## src/rtl/vc_scheduler.sv

```systemverilog
// Weighted round-robin scheduler for two virtual-channel FIFOs feeding two destination FIFOs.
// Bursts of up to W0/W1 pops per turn; back-pressure from the head word's destination suppresses pops.
module vc_scheduler #(
   parameter int W0    = 3,
   parameter int W1    = 1,
   parameter int CNT_W = 4
) (
   input  logic       clk,
   input  logic       reset,
   input  logic       active_in,
   input  logic       vc0_empty,
   input  logic       vc1_empty,
   input  logic       vc0_dest,
   input  logic       vc1_dest,
   input  logic       pause_d0,
   input  logic       pause_d1,
   output logic       pop_vc0,
   output logic       pop_vc1,
   output logic       valid_vc0,
   output logic       valid_vc1,
   output logic       sel_vc,
   output logic [7:0] grants0,
   output logic [7:0] grants1
);

   // A zero weight still gets one grant per turn.
   localparam int Q0 = (W0 == 0) ? 1 : W0;
   localparam int Q1 = (W1 == 0) ? 1 : W1;
   localparam logic [CNT_W-1:0] LAST0 = CNT_W'(Q0 - 1);
   localparam logic [CNT_W-1:0] LAST1 = CNT_W'(Q1 - 1);

   typedef enum logic [1:0] {IDLE, GRANT0, GRANT1} state_t;

   state_t           state;
   logic [CNT_W-1:0] cnt;
   logic             last_served;
   logic             elig0;
   logic             elig1;

   assign elig0 = active_in & ~vc0_empty & ~(vc0_dest ? pause_d1 : pause_d0);
   assign elig1 = active_in & ~vc1_empty & ~(vc1_dest ? pause_d1 : pause_d0);

   // Pops are combinational so a burst or a VC switch never loses a cycle.
   assign pop_vc0 = ~reset & (state == GRANT0) & elig0;
   assign pop_vc1 = ~reset & (state == GRANT1) & elig1;

   always_ff @(posedge clk) begin
      if (reset) begin
         state       <= IDLE;
         cnt         <= '0;
         last_served <= 1'b1;
         sel_vc      <= 1'b0;
         valid_vc0   <= 1'b0;
         valid_vc1   <= 1'b0;
         grants0     <= 8'd0;
         grants1     <= 8'd0;
      end else begin
         // Read data appears one cycle after the pop.
         valid_vc0 <= pop_vc0;
         valid_vc1 <= pop_vc1;
         if (pop_vc0)
            sel_vc <= 1'b0;
         else if (pop_vc1)
            sel_vc <= 1'b1;
         if (pop_vc0)
            grants0 <= grants0 + 8'd1;
         if (pop_vc1)
            grants1 <= grants1 + 8'd1;

         case (state)
            IDLE: begin
               cnt <= '0;
               if (elig0 && elig1)
                  state <= last_served ? GRANT0 : GRANT1;
               else if (elig0)
                  state <= GRANT0;
               else if (elig1)
                  state <= GRANT1;
               else
                  state <= IDLE;
            end
            GRANT0: begin
               if (pop_vc0) begin
                  if (cnt != LAST0) begin
                     cnt <= cnt + 1'b1;
                  end else begin
                     cnt         <= '0;
                     last_served <= 1'b0;
                     if (elig1)
                        state <= GRANT1;
                  end
               end else begin
                  cnt         <= '0;
                  last_served <= 1'b0;
                  state       <= elig1 ? GRANT1 : IDLE;
               end
            end
            GRANT1: begin
               if (pop_vc1) begin
                  if (cnt != LAST1) begin
                     cnt <= cnt + 1'b1;
                  end else begin
                     cnt         <= '0;
                     last_served <= 1'b1;
                     if (elig0)
                        state <= GRANT0;
                  end
               end else begin
                  cnt         <= '0;
                  last_served <= 1'b1;
                  state       <= elig0 ? GRANT0 : IDLE;
               end
            end
            default: begin
               state <= IDLE;
               cnt   <= '0;
            end
         endcase
      end
   end

endmodule

```

## config.mk

```make
export PLATFORM = sky130hd
export DESIGN_NAME = vc_scheduler
export DESIGN_NICKNAME = d
export VERILOG_FILES = /design/src/rtl/vc_scheduler.sv
export SDC_FILE = /design/constraint.sdc
export NUM_CORES = 1
export LEC_CHECK = 0
export ABC_AREA = 1
export CAP_MARGIN = 20
export CORE_UTILIZATION = 41
export CTS_CLUSTER_SIZE = 30
export DETAILED_ROUTE_END_ITERATION = 7
export GPL_TIMING_DRIVEN = 0
export PLACE_DENSITY_LB_ADDON = 0.3
export SLEW_MARGIN = 30
export SYNTH_ARGS = -nofsm -noshare
export SYNTH_HDL_FRONTEND = slang
export SYNTH_SLANG_ARGS = --single-unit
```

## constraint.sdc

```tcl
create_clock -name clk -period 1.3 [get_ports clk]
set_input_delay 0.26 -clock clk [delete_from_list [all_inputs] [get_ports clk]]
set_output_delay 0.26 -clock clk [all_outputs]
set_load 0.02 [all_outputs]
```

; ---- Word-level counts from Yosys, hierarchy flattened
; Index checks and enable logic that the tools add are counted.
[op_classes]
addsub = 3
n_eq_ne = 7
muxes = 24
n_bitwise = 13
reduce_logical = 7
[op_table]
columns = cell, n
row1 = $mux 2, 10
row2 = $add 8x1->8 const B, 2
row3 = $mux 4, 4
row4 = $ne 3x3->1 const B, 4
row5 = $and 1x1->1, 8
row6 = $pmux 4 s2, 1
row7 = $mux 1, 7
row8 = $pmux 2 s3, 1
row9 = $not 1->1, 5
row10 = $add 4x1->4 const B, 1
row11 = $ne 4x2->1 const B, 1
row12 = $reduce_and 4->1, 1
row13 = $reduce_bool 4->1, 1
row14 = $reduce_and 3->1, 1
row15 = $eq 2x1->1 const B, 1
row16 = $eq 2x2->1 const B, 1
row17 = $logic_not 2->1, 1
row18 = $pmux 1 s2, 1
row19 = $reduce_bool 2->1, 1
row20 = $reduce_or 2->1, 1
row21 = $logic_and 1x1->1, 1
[word_totals]
register_bits = 26
input_bits = 9

; ---- Longest topological paths before layout
; Gate-level depths: netlist of the first run.
[depth]
depth_word = 7
mapped_depth = 10

; ---- Worst setup path before layout of the first run
; Ideal clock, no wire load.
[synth_path]
path_type = register -> register
startpoint = reg state[0]
endpoint = reg state[0]
t_arrival_ps = 1315
setup_slack_ps = -81
stages_incl_launch_ff = 11
n_path_buf = 1
period_less_slack_ps = 1381
path_cell_list = dfxtp_1 inv_1 ha_1 inv_1 nor2_2 nand3_2 buf_6 nor2_1 nor2_2 nand3_2 a21oi_2
[synth_via]
elab_chain_cells = 5
[synth_lines]
columns = item, line_no
row1 = from (decl), 34  ; state_t state;
row2 = from (signal assigned), 74  ; state <= last_served ? GRANT0 : GRANT1;
row3 = from (signal assigned), 95  ; state <= elig1 ? GRANT1 : IDLE;
row4 = from (signal assigned), 111  ; state <= elig0 ? GRANT0 : IDLE;
row5 = $eq 2x2->1 / $eq 2x1->1 (equally long branches), "45, 70, 44"
row6 = "$and 1x1->1, on equally long branches (2 in a row)", "45, 44"
row7 = "$ne 3x3->1 (no line), or another cell as far along", --
row8 = $reduce_and 4->1 (no line) / $pmux 2 s3 (equally long branches), --
; Several ways; a longest one is shown, not always the timed one.
; A chain may end at the register's enable or synchronous reset.

; ---- Worst setup path after layout of the first run
[layout_path]
startpoint = reg state[0]
endpoint = out pop_vc1
[layout_via]
elab_chain_cells = 3
[layout_lines]
columns = item, line_no
row1 = $eq 2x2->1, 45  ; assign pop_vc1 = ~reset & (state == GRANT1) & elig1;
row2 = $and 1x1->1 (2 in a row), 45
row3 = to (decl), 18  ; output logic pop_vc1,
; No other way between the ends.

==> impl_metrics.tcl, run 1 <==
set metrics [dict create \
    finalSetupViolCount 21 \
    met2_usage_pct 29.1 \
    grt_antenna_before_repair 0 \
    synth_top_family_by_area "simple AND/OR/NAND/NOR gates" \
    synth_xor_area_share_pct 2.91 \
    yosys.cell_types.count 31 \
    r2r-end "state[1]" \
    register_area_um2 537 \
    min_to "cnt[0]" \
    dp.cells 273 \
    async_reset_ff_share_pct 0 \
    cap_violations 0 \
    p_int_w 0.00105 \
    leakagePower_nw 1.00 \
    cts.sinks 26 \
    synth_compound_area_share_pct 9.33 \
    num_antenna_cells 0 \
    syn-cell-area_um2 1500 \
    holdBufCountCts 0 \
    gr-usage-met3_pct 3.65 \
    grtUsageMet1_pct 19.5 \
    wl_mm 3.36 \
    worstSetupPathType "reg -> out" \
    r2r_setup_slack_ns -0.25 \
    cts.reportedPaths.clkPinSlew_ns 0.15 \
    insertion_delay_ns 0.34 \
    rsz0062_at_grt "true" \
    overflow 0 \
    cts_tree "built" \
    grt_max_degree 15 \
    clk_path_buf_depth 2 \
    power_frac_clock_pct 29.9 \
    drc 0 \
    crit_path_frequent_cell "inv_4" \
    num_vias 1413 \
    max_freq_mhz 632 \
    hold_path.class "reg -> reg" \
    critPathLaunchType "flop" \
    yosysTopAreaCell "dfxtp_1" \
    drtIter0Drc 54 \
    min_from "cnt[0]" \
    synthFlopType "dfxtp_1" \
    fp-row-count 21 \
    crit_slowest_cell "dfxtp_4" \
    fillers 295 \
    violations "negative setup slack" \
    cellPowerDensity_nw_per_um2 649 \
    multi_input_area_um2 945 \
    synth_area_per_cell_um2 7.59 \
    post-route-period-util_pct 122 \
    start_util_pct 44.0 \
    ys_seq_area_share_pct 34.6 \
    dp_slack_ns -0.874 \
    instances_no_fill 297 \
    swShare_pct 24.8 \
    synth-simple-area-share_pct 35.4 \
    slew_violations 0 \
    status "complete, but fails checks" \
    clockRootBuffer "clkbuf_4" \
    maxSlewHeadroom_pct 79.8 \
    rr_startpoint "state[0]" \
    syn_inst 198 \
    p_seq_share_pct 57.9 \
    ios 30 \
    synthMuxAreaShare_pct 0 \
    vdd_drop_max_v 0.000547 \
    ys_warn_count 0 \
    cp.required_ns 1.04 \
    grt_pass1_wl_mm 5.15 \
    area_growth_pct 43.3 \
    cpPeakStageDelay_ns 0.40 \
    power_frac_comb_pct 12.2 \
    ys_seq_elements 26 \
    gp_congestion 0.804 \
    fin_util_pct 63.0 \
    avgRoutedWirePerCell_um 11.3 \
    layout_setup_ws_ns -0.282 \
    rr_worst_depth 10 \
    synth_enable_flop_cells 0 \
    cts_buffers 3 \
    switchingPower_w 0.000346 \
    final.setup_skew_ns 0.0149 \
    grt.busiest_layer "met2" \
    via_per_inst 4.76 \
    ant_nets 0 \
    die_x_um 62.5 \
    hpwl_mm 2.14 \
    yosys-top-cells-area "dfxtp_1 (35%), nand2_1 (9.2%), inv_1 (8.0%)" \
    grtUsageTotal_pct 16.1 \
    io_buffers 29 \
    hold_depth 1 \
    final_layout_size_suffix_gt1_share_pct 41.8 \
    end_kind "output port" \
    syn_nets 216 \
    h-tree-depth 1 \
    synth.most_common_cell "nand2_1" \
    core_area_um2 3420 \
    finalHoldViolCount 0 \
    dr.pass1.iters 4 \
    path_cells "inv_4 -> ha_4 -> inv_2 -> nor2_2 -> nand3_2 -> inv_4 -> buf_6" \
    yosys-top-cells-count "nand2_1 (37), inv_1 (32), dfxtp_1 (26)" \
    fin_crit_ns 1.58 \
    nets 270 \
    synth_top_area_share_pct 34.6 \
    die_height_um 62.5 \
    synthAdderAreaFrac_pct 7.49 \
    tightest_slew_ns 0.301 \
    dieArea_um2 3910 \
    grt_pass1_vias 1188 \
    critical_path.max_fanout 3 \
    cp.arrival_ns 1.32 \
]
## power by group through the flow
stage	Combinational [W]	Sequential, W	Clock [W]
6_report	0.000171	0.000808	0.000418
5_1_grt	0.000186	0.000810	0.000470
4_1_cts	0.000147	0.000807	0.000433
3_5_place_dp	0.000133	0.000827	0
3_3_place_gp	0.000132	0.000827	0
2_1_floorplan	0.0000847	0.000827	0
## logic make-up after synthesis
kind of cell               Yosys count
DFF                                 26
adders and majority gates            9
buffers and inverters               37
AOI/OAI and AO/OA                   24
xor gates and xnor gates             5
and+or+nand+nor                     97
## worst max-delay path: cells and delay by family (launching register included)
family / cells / cell delay [ns]
buf+inv: 4 / 0.29
flops: 1 / 0.40
fa+ha+maj: 1 / 0.12
simple gates: 2 / 0.18
## flip-flops by register name, indices dropped and copies added (netlist names)
name and cells:
last_served 1, valid_vc1 1, cnt 4, grants1 8, sel_vc 1, valid_vc0 1, grants0 8, state 2
## repair_timing
item / CTS / global route
endpoints found under the setup margin: 39 / 43
pin swaps: 7 / 12
gates resized for setup: 64 / 56
gates cloned: 0 / 0
setup buffers: 8 / 12
## cell type report
cell class / count / share of cell area (%)
tap: 46 / 2.67
buffer: 3 / 1.45
clock buffer: 4 / 1.69
timing repair buffer: 49 / 19.1
inverter: 34 / 6.28
multi-input combinational: 135 / 43.9
sequential: 26 / 24.9
## metrics by stage
| step | hold WS [ns] | TNS, ns | power, W | instance area, um^2 |
|---|---|---|---|---|
| detailed placement | 0.454 | -11.12 | 0.000960 | 1860 |
| floorplan | 0.430 | -0.0137 | 0.000911 | 1520 |
| global route | 0.508 | -4.83 | 0.00147 | 2150 |
| finish | 0.481 | -3.14 | 0.00140 | 2150 |
| global placement | 0.447 | -10.60 | 0.000959 | 1860 |
| CTS | 0.480 | -2.77 | 0.00139 | 2000 |
## how the worst max path moves through the flow
stage / start / endpoint / slack [ns]
global route: state[0] / pop_vc1 / -0.35
global placement: active_in / pop_vc0 / -0.87
detailed placement: active_in / pop_vc0 / -0.87
floorplan: state[0] / grants1[4] / -0.01
finish: state[0] / pop_vc1 / -0.28
CTS: state[0] / pop_vc1 / -0.28
## per-layer routing
metal	wire, um	part of all wire [%]
met3	136	4.0
met1	1470	44
met4	20	0.59
met5	0	0
met2	1740	52
## cells in the final DEF (no fill, tap or decap), types with 6 or more instances in the layout
| master | netlist | layout |
|---|---|---|
| a21oi_1 | 9 | 7 |
| buf_4 | 0 | 15 |
| buf_6 | 2 | 7 |
| clkbuf_2 | 0 | 13 |
| clkdlybuf4s50_1 | 0 | 7 |
| dfxtp_1 | 26 | 17 |
| dfxtp_2 | 0 | 7 |
| ha_1 | 9 | 7 |
| inv_1 | 32 | 28 |
| nand2_1 | 37 | 32 |
| nand3_1 | 11 | 10 |
| nand3_2 | 6 | 6 |
| nor2_1 | 21 | 14 |
| nor2_2 | 3 | 9 |
| o21ai_1 | 1 | 7 |
(Power assumes the default switching activity.)
==> inputs of run 2 (changes only) <==
--- a/config.mk
+++ b/config.mk
@@ -7,10 +7,12 @@
 export LEC_CHECK = 0
 export ABC_AREA = 1
 export CAP_MARGIN = 20
+export CORE_ASPECT_RATIO = 1.5
 export CORE_UTILIZATION = 41
 export CTS_CLUSTER_SIZE = 30
 export DETAILED_ROUTE_END_ITERATION = 7
 export GPL_TIMING_DRIVEN = 0
+export HOLD_SLACK_MARGIN = 0.05
 export PLACE_DENSITY_LB_ADDON = 0.3
 export SLEW_MARGIN = 30
 export SYNTH_ARGS = -nofsm -noshare
==> run 2 against run 1 <==
Net effect:
- hold slack got worse by 0.052 ns
- core utilization hardly changed
- combinational power hardly changed
- sequential share of layout area down 0.59 points
- clock-buffer cell count decreased by 1
- global-route usage is 2.6 points higher
- fmax is 7.1% higher
- first-iteration DRC count decreased by 57%
- final cell count fell by 2.7%
- clock skew down 0.0099 ns
- total power is 1.4% higher
- clock power increased by 5.7%
- the run still ends with negative setup slack left
==> impl_metrics.tcl, run 2 (synthesis gave the netlist of run 1 again) <==
set metrics [dict create \
    finalSetupViolCount 16 \
    finalPower_w 0.00142 \
    io_buffers 29 \
    critical_path.max_fanout 3 \
    swShare_pct 23.8 \
    cellPowerDensity_nw_per_um2 652 \
    cp.required_ns 1.04 \
    cpPeakStageDelay_ns 0.34 \
    multi_input_area_um2 980 \
    end_kind "output port" \
    insertion_delay_ns 0.26 \
    slew_violations 0 \
    vdd_drop_max_v 0.000503 \
    crit_path_frequent_cell "inv_2" \
    power_frac_clock_pct 31.2 \
    rr_worst_depth 11 \
    crit_cells 7 \
    violations "negative setup slack" \
    nets 267 \
    worstSetupPathType "reg -> out" \
    cts_tree "built" \
    h-tree-depth 1 \
    die_x_um 51.4 \
    cts.sinks 26 \
    overflow 0 \
    final_cell_mix "nand2_1 (28), inv_1 (27), dlygate4sd2_1 (23)" \
    clockRootBuffer "clkbuf_8" \
    clk_path_buf_depth 2 \
    max_freq_mhz 677 \
    drc 0 \
    layout_setup_ws_ns -0.177 \
    final.setup_skew_ns 0.00502 \
    fin_area_um2 2170 \
    hpwl_mm 2.31 \
    core_area_um2 3450 \
    num_vias 1415 \
    post-route-period-util_pct 114 \
    die_height_um 76.1 \
    grtUsageTotal_pct 18.7 \
    gp_congestion 0.839 \
    cap_violations 0 \
    p_seq_share_pct 56.9 \
    status "complete, but fails checks" \
    path_delay_family "flip-flops" \
    fillers 302 \
    start_util_pct 43.6 \
    switchingPower_w 0.000337 \
    dp_slack_ns -0.884 \
    final_layout_size_suffix_gt1_share_pct 34.4 \
    biggestRegsByFlops "grants0 x8, grants1 x8, cnt x4" \
    maxSlewHeadroom_pct 78.0 \
    finalHoldViolCount 0 \
    critPathLaunchType "flop" \
    tightest_slew_ns 0.330 \
    fp-row-count 26 \
    avgRoutedWirePerCell_um 11.4 \
    power_frac_comb_pct 11.9 \
    final_common_cell "nand2_1" \
    grt_max_degree 14 \
    via_per_inst 4.90 \
    placed_cell_area_um2 1860 \
    rsz0062_at_grt "true" \
    critPathBufInv 4 \
    grt_antenna_before_repair 0 \
    register_area_um2 529 \
    hold_path.class "reg -> reg" \
    cts_buffers 3 \
    cts.reportedPaths.clkPinSlew_ns 0.09 \
    dieArea_um2 3920 \
    leakagePower_nw 1.05 \
    dr.pass1.iters 4 \
    cp.arrival_ns 1.22 \
    grt_pass1_wl_mm 5.74 \
    holdBufCountCts 0 \
    path_cells "inv_2 -> ha_4 -> inv_2 -> nor2_4 -> nand3_4 -> inv_4 -> buf_6" \
    ios 30 \
    wl_mm 3.30 \
    crit_slowest_cell "dfxtp_2" \
    ant_nets 0 \
    grt_pass1_vias 1376 \
    p_int_w 0.00108 \
    num_antenna_cells 0 \
    hold_depth 1 \
    fin_crit_ns 1.48 \
    drtIter0Drc 23 \
    area_growth_pct 44.7 \
]
run 2: changes by cell type in the layout (fill, tap and decap cells not counted), moves of 3 or more:
cell / change
nand2_2: +5
clkdlybuf4s15_2: -5
clkbuf_4: -3
nor2_2: -4
dlygate4sd2_1: +21
nand2_1: -4
clkbuf_2: -12
clkdlybuf4s50_1: -7
dfxtp_2: -3
dfxtp_1: +4
run 2: repair_timing:
| action | CTS | global route |
|---|---|---|
| gates resized for setup | 74 | 20 |
| setup buffers | 16 | 2 |
| pin swaps | 13 | 12 |
| setup endpoints to repair | 42 | 28 |
run 2: per-layer routing:
| layer | GRT usage, % | up-vias | part of all wire, % |
|---|---|---|---|
| li1 | - | 727 | - |
| met1 | 20.9 | 655 | 42 |
| met2 | 34.5 | 29 | 54 |
| met3 | 1.80 | 4 | 2.6 |
| met4 | 7.03 | 0 | 1.5 |
| met5 | 0 | - | 0 |
run 2: power groups by stage:
stage               registers (W)  logic [W]  clock network [W]
finish                   0.000807   0.000169           0.000442
floorplan                0.000827  0.0000847                  0
detailed placement       0.000827   0.000134                  0
CTS                      0.000807   0.000162           0.000467
global route             0.000808   0.000185           0.000487
global placement         0.000826   0.000132                  0
run 2: final cells by class:
cell class	instances	area share, %
clock buffers	3	1.90
flip-flops and latches	26	24.3
multi-input cells	135	45.1
inverters	34	6.10
well taps	42	2.42
plain buffers	3	1.27
repair buffers	46	18.9
run 2: metrics by stage:
stage / hold slack, ns / util (%) / TNS (ns) / cells
2_1_floorplan: 0.430 / - / -0.0137 / 198
3_3_place_gp: 0.443 / 53.9 / -10.74 / 269
3_5_place_dp: 0.452 / 53.9 / -11.02 / 269
4_1_cts: 0.474 / 61.3 / -2.16 / 288
5_1_grt: 0.466 / 63.1 / -2.98 / 289
6_report: 0.429 / 63.1 / -1.24 / 289
run 2: path summary, 6_finish.rpt:
kind	startpoint	to	slack, ns
worst min register to register	cnt[0]	cnt[0]	0.43
worst min-delay path	cnt[0]	cnt[0]	0.43
worst max register to register	state[0]	grants1[5]	-0.16
worst max-delay path	state[0]	pop_vc1	-0.18
run 2: worst reg2reg max path, cell delays in order, from the launching register on:
cell and delay [ns]:
dfxtp_2 0.34, inv_2 0.07, ha_4 0.13, inv_2 0.05, nor2_4 0.09, nand3_4 0.10, buf_4 0.15, buf_6 0.11
nor2_4 0.10, nand2_2 0.07, o21ai_2 0.12, a21oi_1 0.05
